--- src/rtl/hazard_ctrl_pkg.sv ---
// Shared types and constants for the pipeline hazard controller.
// Covers the controller state, the forwarding operand select and the PC register index.
package hazard_ctrl_pkg;

    typedef enum logic [1:0] {
        RUN     = 2'd0,
        MEMWAIT = 2'd1,
        ERROR   = 2'd2
    } state_t;

    typedef enum logic [1:0] {
        FWD_RF  = 2'b00,
        FWD_WB  = 2'b01,
        FWD_MEM = 2'b10
    } fwd_sel_t;

    // Writes to r15 go through the PC path, so they are never forwarded or treated as load-use.
    localparam logic [3:0] PC_REG = 4'd15;

endpackage

--- src/rtl/hazard_ctrl_if.sv ---
// Pipeline-side signal bundle for hazard_ctrl.
// The core drives it through the master modport; the controller uses the slave modport.
interface hazard_ctrl_if #(
    parameter int CNT_W = 16
);
    logic [3:0]       RA1D, RA2D, RA1E, RA2E;
    logic [3:0]       WA3E, WA3M, WA3W;
    logic             RegWriteM, RegWriteW;
    logic             MemtoRegE, BranchTakenE;
    logic             MemReqM, MemReadyM;
    logic             StallF, StallD, StallE, StallM;
    logic             FlushD, FlushE, FlushW;
    logic [1:0]       ForwardAE, ForwardBE;
    logic             MemErr;
    logic [CNT_W-1:0] StallCount;

    modport master (
        output RA1D, RA2D, RA1E, RA2E, WA3E, WA3M, WA3W,
               RegWriteM, RegWriteW, MemtoRegE, BranchTakenE, MemReqM, MemReadyM,
        input  StallF, StallD, StallE, StallM, FlushD, FlushE, FlushW,
               ForwardAE, ForwardBE, MemErr, StallCount
    );

    modport slave (
        input  RA1D, RA2D, RA1E, RA2E, WA3E, WA3M, WA3W,
               RegWriteM, RegWriteW, MemtoRegE, BranchTakenE, MemReqM, MemReadyM,
        output StallF, StallD, StallE, StallM, FlushD, FlushE, FlushW,
               ForwardAE, ForwardBE, MemErr, StallCount
    );
endinterface

--- src/rtl/hazard_ctrl_fwd_unit.sv ---
// Operand forwarding select for one Execute-stage source register.
// The Memory-stage result is newer than the Writeback result, so it wins.
module fwd_unit
    import hazard_ctrl_pkg::*;
(
    input  logic [3:0] ra_e,
    input  logic [3:0] wa3_m,
    input  logic [3:0] wa3_w,
    input  logic       reg_write_m,
    input  logic       reg_write_w,
    output fwd_sel_t   fwd
);

    // NOTE: every always_comb output gets a value on every path, here via a full if/else chain, so no latch is inferred.
    always_comb begin
        if (reg_write_m && (wa3_m == ra_e) && (wa3_m != PC_REG)) begin
            fwd = FWD_MEM;
        end else if (reg_write_w && (wa3_w == ra_e) && (wa3_w != PC_REG)) begin
            fwd = FWD_WB;
        end else begin
            fwd = FWD_RF;
        end
    end

endmodule

--- src/rtl/hazard_ctrl.sv ---
// Stall/flush/forward controller for the 5-stage ARM pipeline, with data-memory
// wait sequencing, a sticky timeout error and a saturating stall-cycle counter.
module hazard_ctrl
    import hazard_ctrl_pkg::*;
#(
    parameter int TIMEOUT_CYCLES = 16,
    parameter int CNT_W          = 16
) (
    input  logic         clk,
    input  logic         reset,
    hazard_ctrl_if.slave hz
);

    localparam int               WAIT_W    = $clog2(TIMEOUT_CYCLES);
    localparam logic [WAIT_W-1:0] WAIT_LAST = WAIT_W'(TIMEOUT_CYCLES - 1);

    state_t             state, state_n;
    logic [WAIT_W-1:0]  wait_cnt, wait_cnt_n;
    logic [CNT_W-1:0]   stall_count;
    fwd_sel_t           fwd_a, fwd_b;
    logic               mem_stall, branch_flush, load_use;

    fwd_unit u_fwd_a (
        .ra_e        (hz.RA1E),
        .wa3_m       (hz.WA3M),
        .wa3_w       (hz.WA3W),
        .reg_write_m (hz.RegWriteM),
        .reg_write_w (hz.RegWriteW),
        .fwd         (fwd_a)
    );

    fwd_unit u_fwd_b (
        .ra_e        (hz.RA2E),
        .wa3_m       (hz.WA3M),
        .wa3_w       (hz.WA3W),
        .reg_write_m (hz.RegWriteM),
        .reg_write_w (hz.RegWriteW),
        .fwd         (fwd_b)
    );

    // A frozen memory access outranks everything; the E-stage branch or load re-resolves afterwards.
    assign mem_stall    = (hz.MemReqM && !hz.MemReadyM) || (state == ERROR);
    assign branch_flush = !mem_stall && hz.BranchTakenE;
    assign load_use     = !mem_stall && !hz.BranchTakenE && hz.MemtoRegE &&
                          (hz.WA3E != PC_REG) &&
                          ((hz.WA3E == hz.RA1D) || (hz.WA3E == hz.RA2D));

    always_comb begin
        state_n    = state;
        wait_cnt_n = wait_cnt;
        case (state)
            RUN: begin
                if (hz.MemReqM && !hz.MemReadyM) begin
                    state_n    = MEMWAIT;
                    wait_cnt_n = WAIT_W'(1);
                end
            end
            MEMWAIT: begin
                if (hz.MemReadyM) begin
                    state_n    = RUN;
                    wait_cnt_n = '0;
                end else if (wait_cnt == WAIT_LAST) begin
                    state_n = ERROR;
                end else begin
                    wait_cnt_n = wait_cnt + 1'b1;
                end
            end
            ERROR:   state_n = ERROR;
            default: state_n = RUN;
        endcase
    end

    // NOTE: sequential state uses non-blocking assignments so every register samples pre-edge values.
    always_ff @(posedge clk) begin
        if (reset) begin
            state       <= RUN;
            wait_cnt    <= '0;
            stall_count <= '0;
        end else begin
            state    <= state_n;
            wait_cnt <= wait_cnt_n;
            if ((mem_stall || load_use) && (stall_count != '1)) begin
                stall_count <= stall_count + 1'b1;
            end
        end
    end

    assign hz.StallF     = mem_stall || load_use;
    assign hz.StallD     = mem_stall || load_use;
    assign hz.StallE     = mem_stall;
    assign hz.StallM     = mem_stall;
    assign hz.FlushD     = branch_flush;
    assign hz.FlushE     = branch_flush || load_use;
    assign hz.FlushW     = mem_stall;
    assign hz.ForwardAE  = fwd_a;
    assign hz.ForwardBE  = fwd_b;
    assign hz.MemErr     = (state == ERROR);
    assign hz.StallCount = stall_count;

endmodule

--- src/flat_wrapper.sv ---
// flat-port wrapper written by rule: the top's interface ports become plain ports
module hazard_ctrl_flat import hazard_ctrl_pkg::*;
#(
    parameter int TIMEOUT_CYCLES = 16,
    parameter int CNT_W          = 16
)
  (clk, reset, hz_RA1D, hz_RA2D, hz_RA1E, hz_RA2E, hz_WA3E, hz_WA3M, hz_WA3W, hz_RegWriteM, hz_RegWriteW, hz_MemtoRegE, hz_BranchTakenE, hz_MemReqM, hz_MemReadyM, hz_StallF, hz_StallD, hz_StallE, hz_StallM, hz_FlushD, hz_FlushE, hz_FlushW, hz_ForwardAE, hz_ForwardBE, hz_MemErr, hz_StallCount);
  hazard_ctrl_if #(.CNT_W(CNT_W)) hz_i ();
  input  logic clk;
  input  logic reset;
  input wire logic [$bits(hz_i.RA1D)-1:0] hz_RA1D;
  input wire logic [$bits(hz_i.RA2D)-1:0] hz_RA2D;
  input wire logic [$bits(hz_i.RA1E)-1:0] hz_RA1E;
  input wire logic [$bits(hz_i.RA2E)-1:0] hz_RA2E;
  input wire logic [$bits(hz_i.WA3E)-1:0] hz_WA3E;
  input wire logic [$bits(hz_i.WA3M)-1:0] hz_WA3M;
  input wire logic [$bits(hz_i.WA3W)-1:0] hz_WA3W;
  input wire logic [$bits(hz_i.RegWriteM)-1:0] hz_RegWriteM;
  input wire logic [$bits(hz_i.RegWriteW)-1:0] hz_RegWriteW;
  input wire logic [$bits(hz_i.MemtoRegE)-1:0] hz_MemtoRegE;
  input wire logic [$bits(hz_i.BranchTakenE)-1:0] hz_BranchTakenE;
  input wire logic [$bits(hz_i.MemReqM)-1:0] hz_MemReqM;
  input wire logic [$bits(hz_i.MemReadyM)-1:0] hz_MemReadyM;
  output wire logic [$bits(hz_i.StallF)-1:0] hz_StallF;
  output wire logic [$bits(hz_i.StallD)-1:0] hz_StallD;
  output wire logic [$bits(hz_i.StallE)-1:0] hz_StallE;
  output wire logic [$bits(hz_i.StallM)-1:0] hz_StallM;
  output wire logic [$bits(hz_i.FlushD)-1:0] hz_FlushD;
  output wire logic [$bits(hz_i.FlushE)-1:0] hz_FlushE;
  output wire logic [$bits(hz_i.FlushW)-1:0] hz_FlushW;
  output wire logic [$bits(hz_i.ForwardAE)-1:0] hz_ForwardAE;
  output wire logic [$bits(hz_i.ForwardBE)-1:0] hz_ForwardBE;
  output wire logic [$bits(hz_i.MemErr)-1:0] hz_MemErr;
  output wire logic [$bits(hz_i.StallCount)-1:0] hz_StallCount;
  assign hz_i.RA1D = hz_RA1D;
  assign hz_i.RA2D = hz_RA2D;
  assign hz_i.RA1E = hz_RA1E;
  assign hz_i.RA2E = hz_RA2E;
  assign hz_i.WA3E = hz_WA3E;
  assign hz_i.WA3M = hz_WA3M;
  assign hz_i.WA3W = hz_WA3W;
  assign hz_i.RegWriteM = hz_RegWriteM;
  assign hz_i.RegWriteW = hz_RegWriteW;
  assign hz_i.MemtoRegE = hz_MemtoRegE;
  assign hz_i.BranchTakenE = hz_BranchTakenE;
  assign hz_i.MemReqM = hz_MemReqM;
  assign hz_i.MemReadyM = hz_MemReadyM;
  assign hz_StallF = hz_i.StallF;
  assign hz_StallD = hz_i.StallD;
  assign hz_StallE = hz_i.StallE;
  assign hz_StallM = hz_i.StallM;
  assign hz_FlushD = hz_i.FlushD;
  assign hz_FlushE = hz_i.FlushE;
  assign hz_FlushW = hz_i.FlushW;
  assign hz_ForwardAE = hz_i.ForwardAE;
  assign hz_ForwardBE = hz_i.ForwardBE;
  assign hz_MemErr = hz_i.MemErr;
  assign hz_StallCount = hz_i.StallCount;
  hazard_ctrl #(.TIMEOUT_CYCLES(TIMEOUT_CYCLES), .CNT_W(CNT_W)) u_core (.clk(clk), .reset(reset), .hz(hz_i));
endmodule
--- config.mk ---
export PLATFORM = sky130hd
export DESIGN_NAME = hazard_ctrl_flat
export DESIGN_NICKNAME = d
export VERILOG_FILES = /design/src/rtl/hazard_ctrl_pkg.sv /design/src/rtl/hazard_ctrl_if.sv /design/src/rtl/hazard_ctrl_fwd_unit.sv /design/src/rtl/hazard_ctrl.sv /design/src/flat_wrapper.sv
export SDC_FILE = /design/constraint.sdc
export NUM_CORES = 1
export LEC_CHECK = 0
export BUFFER_PORTS_ARGS = -buffer_cell sky130_fd_sc_hd__buf_2
export CAP_MARGIN = 10
export CORE_UTILIZATION = 40
export CTS_BUF_LIST = sky130_fd_sc_hd__clkbuf_4 sky130_fd_sc_hd__clkbuf_8
export DETAILED_ROUTE_END_ITERATION = 8
export HOLD_SLACK_MARGIN = 0.12
export PLACE_DENSITY = 0.72
export SETUP_SLACK_MARGIN = 0.3
export SLEW_MARGIN = 20
export SYNTH_ARGS = -nofsm -noshare
export SYNTH_HDL_FRONTEND = slang
export SYNTH_HIERARCHICAL = 1
export SYNTH_SLANG_ARGS = --single-unit
--- constraint.sdc ---
create_clock -name clk -period 1.8 [get_ports clk]
set_clock_uncertainty 0.05 [all_clocks]
set_input_delay 0.18 -clock clk [delete_from_list [all_inputs] [get_ports clk]]
set_output_delay 0.18 -clock clk [all_outputs]
set_load 0.005 [all_outputs]
==> results.json, run 1 <==
{
  "status": "finished, violations left",
  "violations": "negative setup slack",
  "cts_tree": "yes",
  "grt_antenna_before_repair": 0,
  "criticalPathCategory": "flop to flop",
  "die_y_um": 62.1,
  "core_area_um2": 3390,
  "synthSimpleGateAreaFrac_pct": 27.1,
  "grt_usage_pct": 22.7,
  "syn_inst": 176,
  "routed_wl_mm": 4.81,
  "rr_startpoint": "u_core/hz.StallCount[1]$_SDFFE_PP0P_",
  "clkTransAtPathRegs_ps": 130,
  "syn2layout_area_growth_pct": 68.9,
  "post_dp_cell_area_um2": 2000,
  "cts.sinks": 22,
  "start_util_pct": 42.7,
  "placed_cells": 302,
  "die_area_um2": 3860,
  "grt_pass1_wl_mm": 7.25,
  "cts_buffers": 3,
  "p_leak_uw": 0.00105,
  "n_fill_cell": 242,
  "fin_area_um2": 2440,
  "r2r_setup_slack_ps": -10,
  "clk_latency_ps": 310,
  "yosysSeqAreaShare_pct": 30.4,
  "worst_slack_ps": -11.7,
  "vias": 1782,
  "first_pass_iters": 4,
  "htreeDepth": 1,
  "r2r-end": "u_core/hz.StallCount[15]$_SDFFE_PP0P_",
  "hold_ws_ps": 179,
  "place_congestion": 0.776,
  "holdPathStages": 3,
  "port_buffers": 63,
  "worst_ep_required_time_ps": 2000,
  "grt_pass1_vias": 1677,
  "cp_data_arrival_time_ps": 2010,
  "powerDensity_nw_per_um2": 481,
  "holdCritStartpoint": "hz_MemReqM",
  "synth_compound_area_share_pct": 18.8,
  "final-max-slew-violation-count": 0,
  "hp-class": "input port to flop",
  "max_slew_margin_pct": 69.2,
  "drv_cap": 0,
  "die_width_um": 62.1,
  "synth_top_family_by_area": "simple AND/OR/NAND/NOR gates",
  "final_common_cell": "buf_2",
  "rsz0062_at_grt": "yes",
  "final_layout_size_suffix_gt1_share_pct": 53.1,
  "syn_avg_cell_area_um2": 8.22,
  "drtIter0Drc": 72,
  "min_period_ps": 1810,
  "final_cell_mix": "56 x buf_2, 40 x buf_4, 14 x buf_6, 14 x nor2_1, 14 x xnor2_1",
  "grt_start_max_net_pins": 23,
  "ys_warn_count": 6,
  "startpoint_type": "flop",
  "wl_per_cell_um": 14.5,
  "ir_worst_vdd_uv": 283,
  "n_antenna_cell": 0,
  "min_to": "u_core/state[0]$_SDFFE_PP0P_",
  "muxShareOfSynthArea_pct": 2.08,
  "ys_ff_latch": 22,
  "endpoint_kind": "flop",
  "hold_viol": 0,
  "worstMarginPinSlew_ps": 461,
  "max_freq_ghz": 0.552,
  "worst-path-max-fanout": 6,
  "dp_hpwl_mm": 2.91,
  "route.detailed.drc": 0,
  "final-instance-count-excl-fill": 332,
  "routed_via_density": 5.37,
  "io_pins": 64,
  "synth_nets": 214,
  "nNetsFinal": 325,
  "setup_viol": 1,
  "grt.overflow.total": 0,
  "ctsRootBufferMaster": "clkbuf_4",
  "ff2ff_path_depth": 9,
  "synth_fa_ha_area_share_pct": 1.73,
  "fin_tns_setup_ps": -11.7,
  "antenna_left": 0,
  "ys_types": 38,
  "rows": 21,
  "clockBufferDepth": 2,
  "finalCritPeriodShare_pct": 101,
  "synthXorXnorAreaFrac_pct": 16.3,
  "syn-cell-area_um2": 1450
}
[kinds of logic after synthesis]
logic type	after synthesis
multiplexers	3
AO/OA/AOI/OAI	39
buffers and inverters	10
AND/OR/NAND/NOR	73
XOR/XNOR	27
adder cells (fa/ha/maj)	2
flip-flops	22
[where the power goes]
part	switching, uW	internal (uW)
Sequential	10.2	494
Clock	156	225
Combinational	134	157
Total	300	876
[registers in the layout, summed over array words and instances (netlist names)]
register / cells
u_core/hz.StallCount: 16
u_core/state: 2
u_core/wait_cnt: 4
[worst max-delay path: stages, from the launching register on]
cell     delay [ps]
dfxtp_4         380
ha_4            160
nand4_1         170
nor3_4           60
nand3_4         130
o21ai_4         110
buf_4           160
buf_6           110
or3_1           290
a21oi_1         120
[per-stage QoR]
step	worst slack [ps]	util, %	power, uW
3_5_place_dp	-136	59.0	727
5_1_grt	-82.4	72.1	1230
3_3_place_gp	-106	59.0	723
6_report	-11.7	72.1	1180
2_1_floorplan	95.5	-	626
4_1_cts	72.5	66.8	1150
[timing repair]
action	4_1_cts	5_1_grt
hold buffers	1	0
gates cloned	1	0
pin swaps	21	14
endpoints found under the setup margin	26	27
setup buffers	16	8
hold endpoints to repair	1	0
gates resized for setup	23	26
[how the worst max path moves through the flow]
stage | end | depth (start not counted) | start | slack [ps]
4_1_cts | u_core/hz.StallCount[14]$_SDFFE_PP0P_ | 7 | u_core/hz.StallCount[1]$_SDFFE_PP0P_ | 70
2_1_floorplan | u_core/hz.StallCount[13]$_SDFFE_PP0P_ | 4 | u_core/hz.StallCount[2]$_SDFFE_PP0P_ | 100
3_3_place_gp | u_core/hz.StallCount[13]$_SDFFE_PP0P_ | 7 | hz_WA3E[2] | -110
3_5_place_dp | u_core/hz.StallCount[13]$_SDFFE_PP0P_ | 7 | hz_WA3E[2] | -140
5_1_grt | u_core/hz.StallCount[1]$_SDFFE_PP0P_ | 8 | u_core/hz.StallCount[2]$_SDFFE_PP0P_ | -80
6_report | u_core/hz.StallCount[15]$_SDFFE_PP0P_ | 9 | u_core/hz.StallCount[1]$_SDFFE_PP0P_ | -10
[Yosys cell counts, drive strengths merged]
cell type / instances / area [um^2]
o21ba: 1 / 10.0
o2111ai: 3 / 26.3
or2: 1 / 6.26
o211ai: 1 / 7.51
nand2: 9 / 33.8
dfxtp: 22 / 440
nor4b: 1 / 8.76
clkbuf: 2 / 7.51
nor2: 16 / 60.1
nand4: 7 / 43.8
a31oi: 2 / 12.5
o21ai: 9 / 56.3
mux2i: 3 / 30.0
and2: 2 / 12.5
o2111a: 1 / 12.5
nand3b: 1 / 7.51
ha: 2 / 25.0
and4: 2 / 17.5
a21o: 1 / 7.51
inv: 3 / 11.3
a2111oi: 1 / 8.76
nor2b: 2 / 12.5
buf: 5 / 32.5
o221a: 2 / 22.5
nor3: 4 / 20.0
and3: 2 / 12.5
xnor2: 14 / 123
o31ai: 4 / 30.0
or4: 4 / 30.0
xor2: 13 / 114
nor3b: 1 / 7.51
nor4: 4 / 25.0
nand3: 10 / 50.1
a21oi: 14 / 77.6
or3: 7 / 43.8
[cell type report]
type	count	area (um^2)	share of cell area, %
Sequential cell	22	460	18.8
Clock buffer	3	22.5	0.922
Inverter	3	11.3	0.461
Tap cell	46	57.6	2.36
Timing Repair Buffer	112	763	31.2
Clock inverter	1	30.0	1.23
Multi-Input combinational cell	145	1100	45.0
[per-layer routing]
metal / up-vias / part of all wire [%] / GRT usage (%)
li1: 870 / - / -
met1: 836 / 41 / 25.8
met2: 68 / 53 / 42.3
met3: 8 / 5.3 / 3.86
met4: 0 / 0.98 / 8.14
met5: - / 0 / 0
Note: power is estimated with default switching activity, not from simulation.
==> run 2: changes to the inputs <==
--- a/config.mk
+++ b/config.mk
@@ -16,5 +16,4 @@
 export SLEW_MARGIN = 20
 export SYNTH_ARGS = -nofsm -noshare
 export SYNTH_HDL_FRONTEND = slang
-export SYNTH_HIERARCHICAL = 1
 export SYNTH_SLANG_ARGS = --single-unit
==> run 2 against run 1 <==
Critical endpoint is now u_core.hz.StallCount[15]$_SDFFE_PP0P_. Global-route usage shrank 1.9 points. Count of clock-buffer cells in the layout grew 1. Sequential share of layout area grew 1.2 points. Critical path depth shrank 3. The run still ends with negative setup slack left. Hold slack gained 61 ps.
==> results.json, run 2 <==
{
  "violations": "negative setup slack",
  "status": "finished, violations left",
  "die_y_um": 62.4,
  "final_common_cell": "buf_2",
  "synthFlopType": "dfxtp_1",
  "syn2layout_area_growth_pct": 52.8,
  "worst_ep_required_time_ps": 1960,
  "switching_share_pct": 26.2,
  "vias": 1647,
  "grt_start_max_net_pins": 25,
  "hold_viol": 0,
  "cts.sinks": 22,
  "max_slew_margin_pct": 69.4,
  "regArea_um2": 448,
  "synth_top_area_share_pct": 30.2,
  "place_congestion": 0.838,
  "endpoint_kind": "flop",
  "cp_data_arrival_time_ps": 2210,
  "syn_avg_cell_area_um2": 7.98,
  "cts_tree": "yes",
  "n_antenna_cell": 0,
  "multi_input_area_um2": 1050,
  "drtIter0Drc": 89,
  "grt_antenna_before_repair": 0,
  "final-max-slew-violation-count": 0,
  "routed_wl_mm": 3.84,
  "cts_buffers": 3,
  "powerDensity_nw_per_um2": 456,
  "setup_viol": 14,
  "antenna_left": 0,
  "async_flop_share_pct": 0,
  "syn_inst": 183,
  "p_leak_uw": 0.000973,
  "total_power_uw": 1020,
  "routed_via_density": 5.07,
  "first_pass_iters": 4,
  "ctsRootBufferMaster": "clkbuf_4",
  "ys_types": 41,
  "start_util_pct": 42.7,
  "dp_hpwl_mm": 3.05,
  "power.share.clock_pct": 26.8,
  "die_width_um": 62.4,
  "r2r-end": "u_core.hz.StallCount[15]$_SDFFE_PP0P_",
  "clk_latency_ps": 310,
  "grt_pass1_wl_mm": 6.67,
  "htreeDepth": 1,
  "slowest_stage": "or4_4",
  "port_buffers": 63,
  "n_fill_cell": 309,
  "drv_cap": 0,
  "clkTransAtPathRegs_ps": 120,
  "combPwrFrac_pct": 24.1,
  "p_int_uw": 751,
  "ys_ff_latch": 22,
  "rsz0062_at_grt": "yes",
  "power_frac_seq_pct": 49.1,
  "worst-path-max-fanout": 3,
  "synth_most_common_cell": "xnor2_1",
  "synth_edf_count": 0,
  "rr_startpoint": "u_core.hz.StallCount[0]$_SDFFE_PP0P_",
  "grt_pass1_vias": 1607,
  "max_stage_delay_ps": 510,
  "utilization_pct": 65.3,
  "min_period_ps": 2050,
  "synthTopCellsByCount": "25 x xnor2_1, 22 x dfxtp_1, 21 x nor2_1",
  "rows": 21,
  "max_freq_ghz": 0.487,
  "hp-class": "input port to flop",
  "largest_reg_flops": 16,
  "clockBufferDepth": 2,
  "crit_end": "u_core.hz.StallCount[15]$_SDFFE_PP0P_",
  "worstMarginPinSlew_ps": 459,
  "ir_worst_vdd_uv": 275,
  "synth.area.top_cells": "dfxtp_1 30%, xnor2_1 15%, nor2_1 5.4%",
  "die_area_um2": 3900,
  "route.detailed.drc": 0,
  "ff2ff_path_depth": 6,
  "final_layout_size_suffix_gt1_share_pct": 46.6,
  "wl_per_cell_um": 11.8,
  "nNetsFinal": 318,
  "syn-cell-area_um2": 1460,
  "grt.overflow.total": 0,
  "criticalPathCategory": "flop to flop",
  "startpoint_type": "flop",
  "ys_warn_count": 0,
  "final_cell_mix": "61 x buf_2, 31 x buf_4, 25 x xnor2_1, 20 x nor2_1, 18 x dfxtp_1",
  "yosysSeqAreaShare_pct": 30.2,
  "io_pins": 64,
  "grt_usage_pct": 20.8,
  "core_area_um2": 3420,
  "synth_top_area_cell": "dfxtp_1",
  "switchingPower_uw": 266,
  "synth_nets": 221,
  "worst_slack_ps": -254,
  "crit_chain": "ha_4, and4_1, a32o_2, or4_4, nor3_4, mux2_4",
  "finalCritPeriodShare_pct": 114,
  "crit_path_start": "u_core.hz.StallCount[0]$_SDFFE_PP0P_",
  "r2r_setup_slack_ps": -250
}
-- run 2: area by class of cell --
cell class / instances / area share, %
multi-input combinational: 151 / 47.3
timing repair buffer: 99 / 27.6
sequential: 22 / 20.1
tap: 46 / 2.58
clock buffer: 4 / 1.63
inverter: 3 / 0.841
-- run 2: worst max-delay path, delay by kind of cell, from the launching register on --
family / cells / cell delay, ps
compound gates: 1 / 280
fa+ha+maj: 1 / 150
flops: 1 / 370
mux: 1 / 310
simple gates: 3 / 790
-- run 2: power groups by stage --
stage | Sequential [uW] | Combinational, uW | Clock (uW)
finish | 500 | 245 | 272
global route | 501 | 270 | 302
CTS | 500 | 233 | 276
detailed placement | 510 | 226 | 0
global placement | 510 | 221 | 0
floorplan | 513 | 116 | 0
-- run 2: layer usage --
metal	track usage [%]	up-vias	share of wire, %
li1	-	849	-
met1	25.4	742	43
met2	37.8	52	51
met3	3.83	4	5.1
met4	4.36	0	0.73
met5	0	-	0
-- run 2: how the worst min path moves through the flow --
stage | slack, ps | depth (start not counted) | end | startpoint
floorplan | 210 | 1 | u_core.state[0]$_SDFFE_PP0P_ | hz_MemReadyM
global placement | 420 | 3 | u_core.state[0]$_SDFFE_PP0P_ | hz_MemReadyM
detailed placement | 430 | 3 | u_core.state[0]$_SDFFE_PP0P_ | hz_MemReadyM
CTS | 230 | 2 | u_core.wait_cnt[1]$_SDFFE_PP0P_ | reset
global route | 270 | 2 | u_core.hz.StallCount[0]$_SDFFE_PP0P_ | reset
finish | 240 | 2 | u_core.wait_cnt[1]$_SDFFE_PP0P_ | reset
-- run 2: metrics by stage --
step                cells  hold WS, ps  TNS (ps)  setup WS, ps  area [um^2]
finish                325          240     -1730          -254         2230
global route          325          266     -2720          -320         2230
CTS                   324          234     -2680          -288         2150
detailed placement    318          427     -2670          -333         2070
global placement      318          420     -2240          -303         2070
floorplan             183          209     -1790          -369         1510
-- run 2: timing repair --
item	4_1_cts	5_1_grt
buffers inserted	1	1
gates resized for setup	8	20
endpoints found under the setup margin	20	20
cloned	0	0
pin swaps	2	5
hold endpoints to repair	1	0
hold buffers	1	0
-- run 2: cells by family (layout without fill, tap and decap cells) --
group	after synthesis	after routing	share of synthesized area (%)
buf+inv	10	106	3.51
simple gates	87	87	32.6
compound gates	29	29	11.8
fa+ha+maj	2	2	1.71
flops	22	22	30.2
xor+xnor	30	30	18.0
mux	3	3	2.14
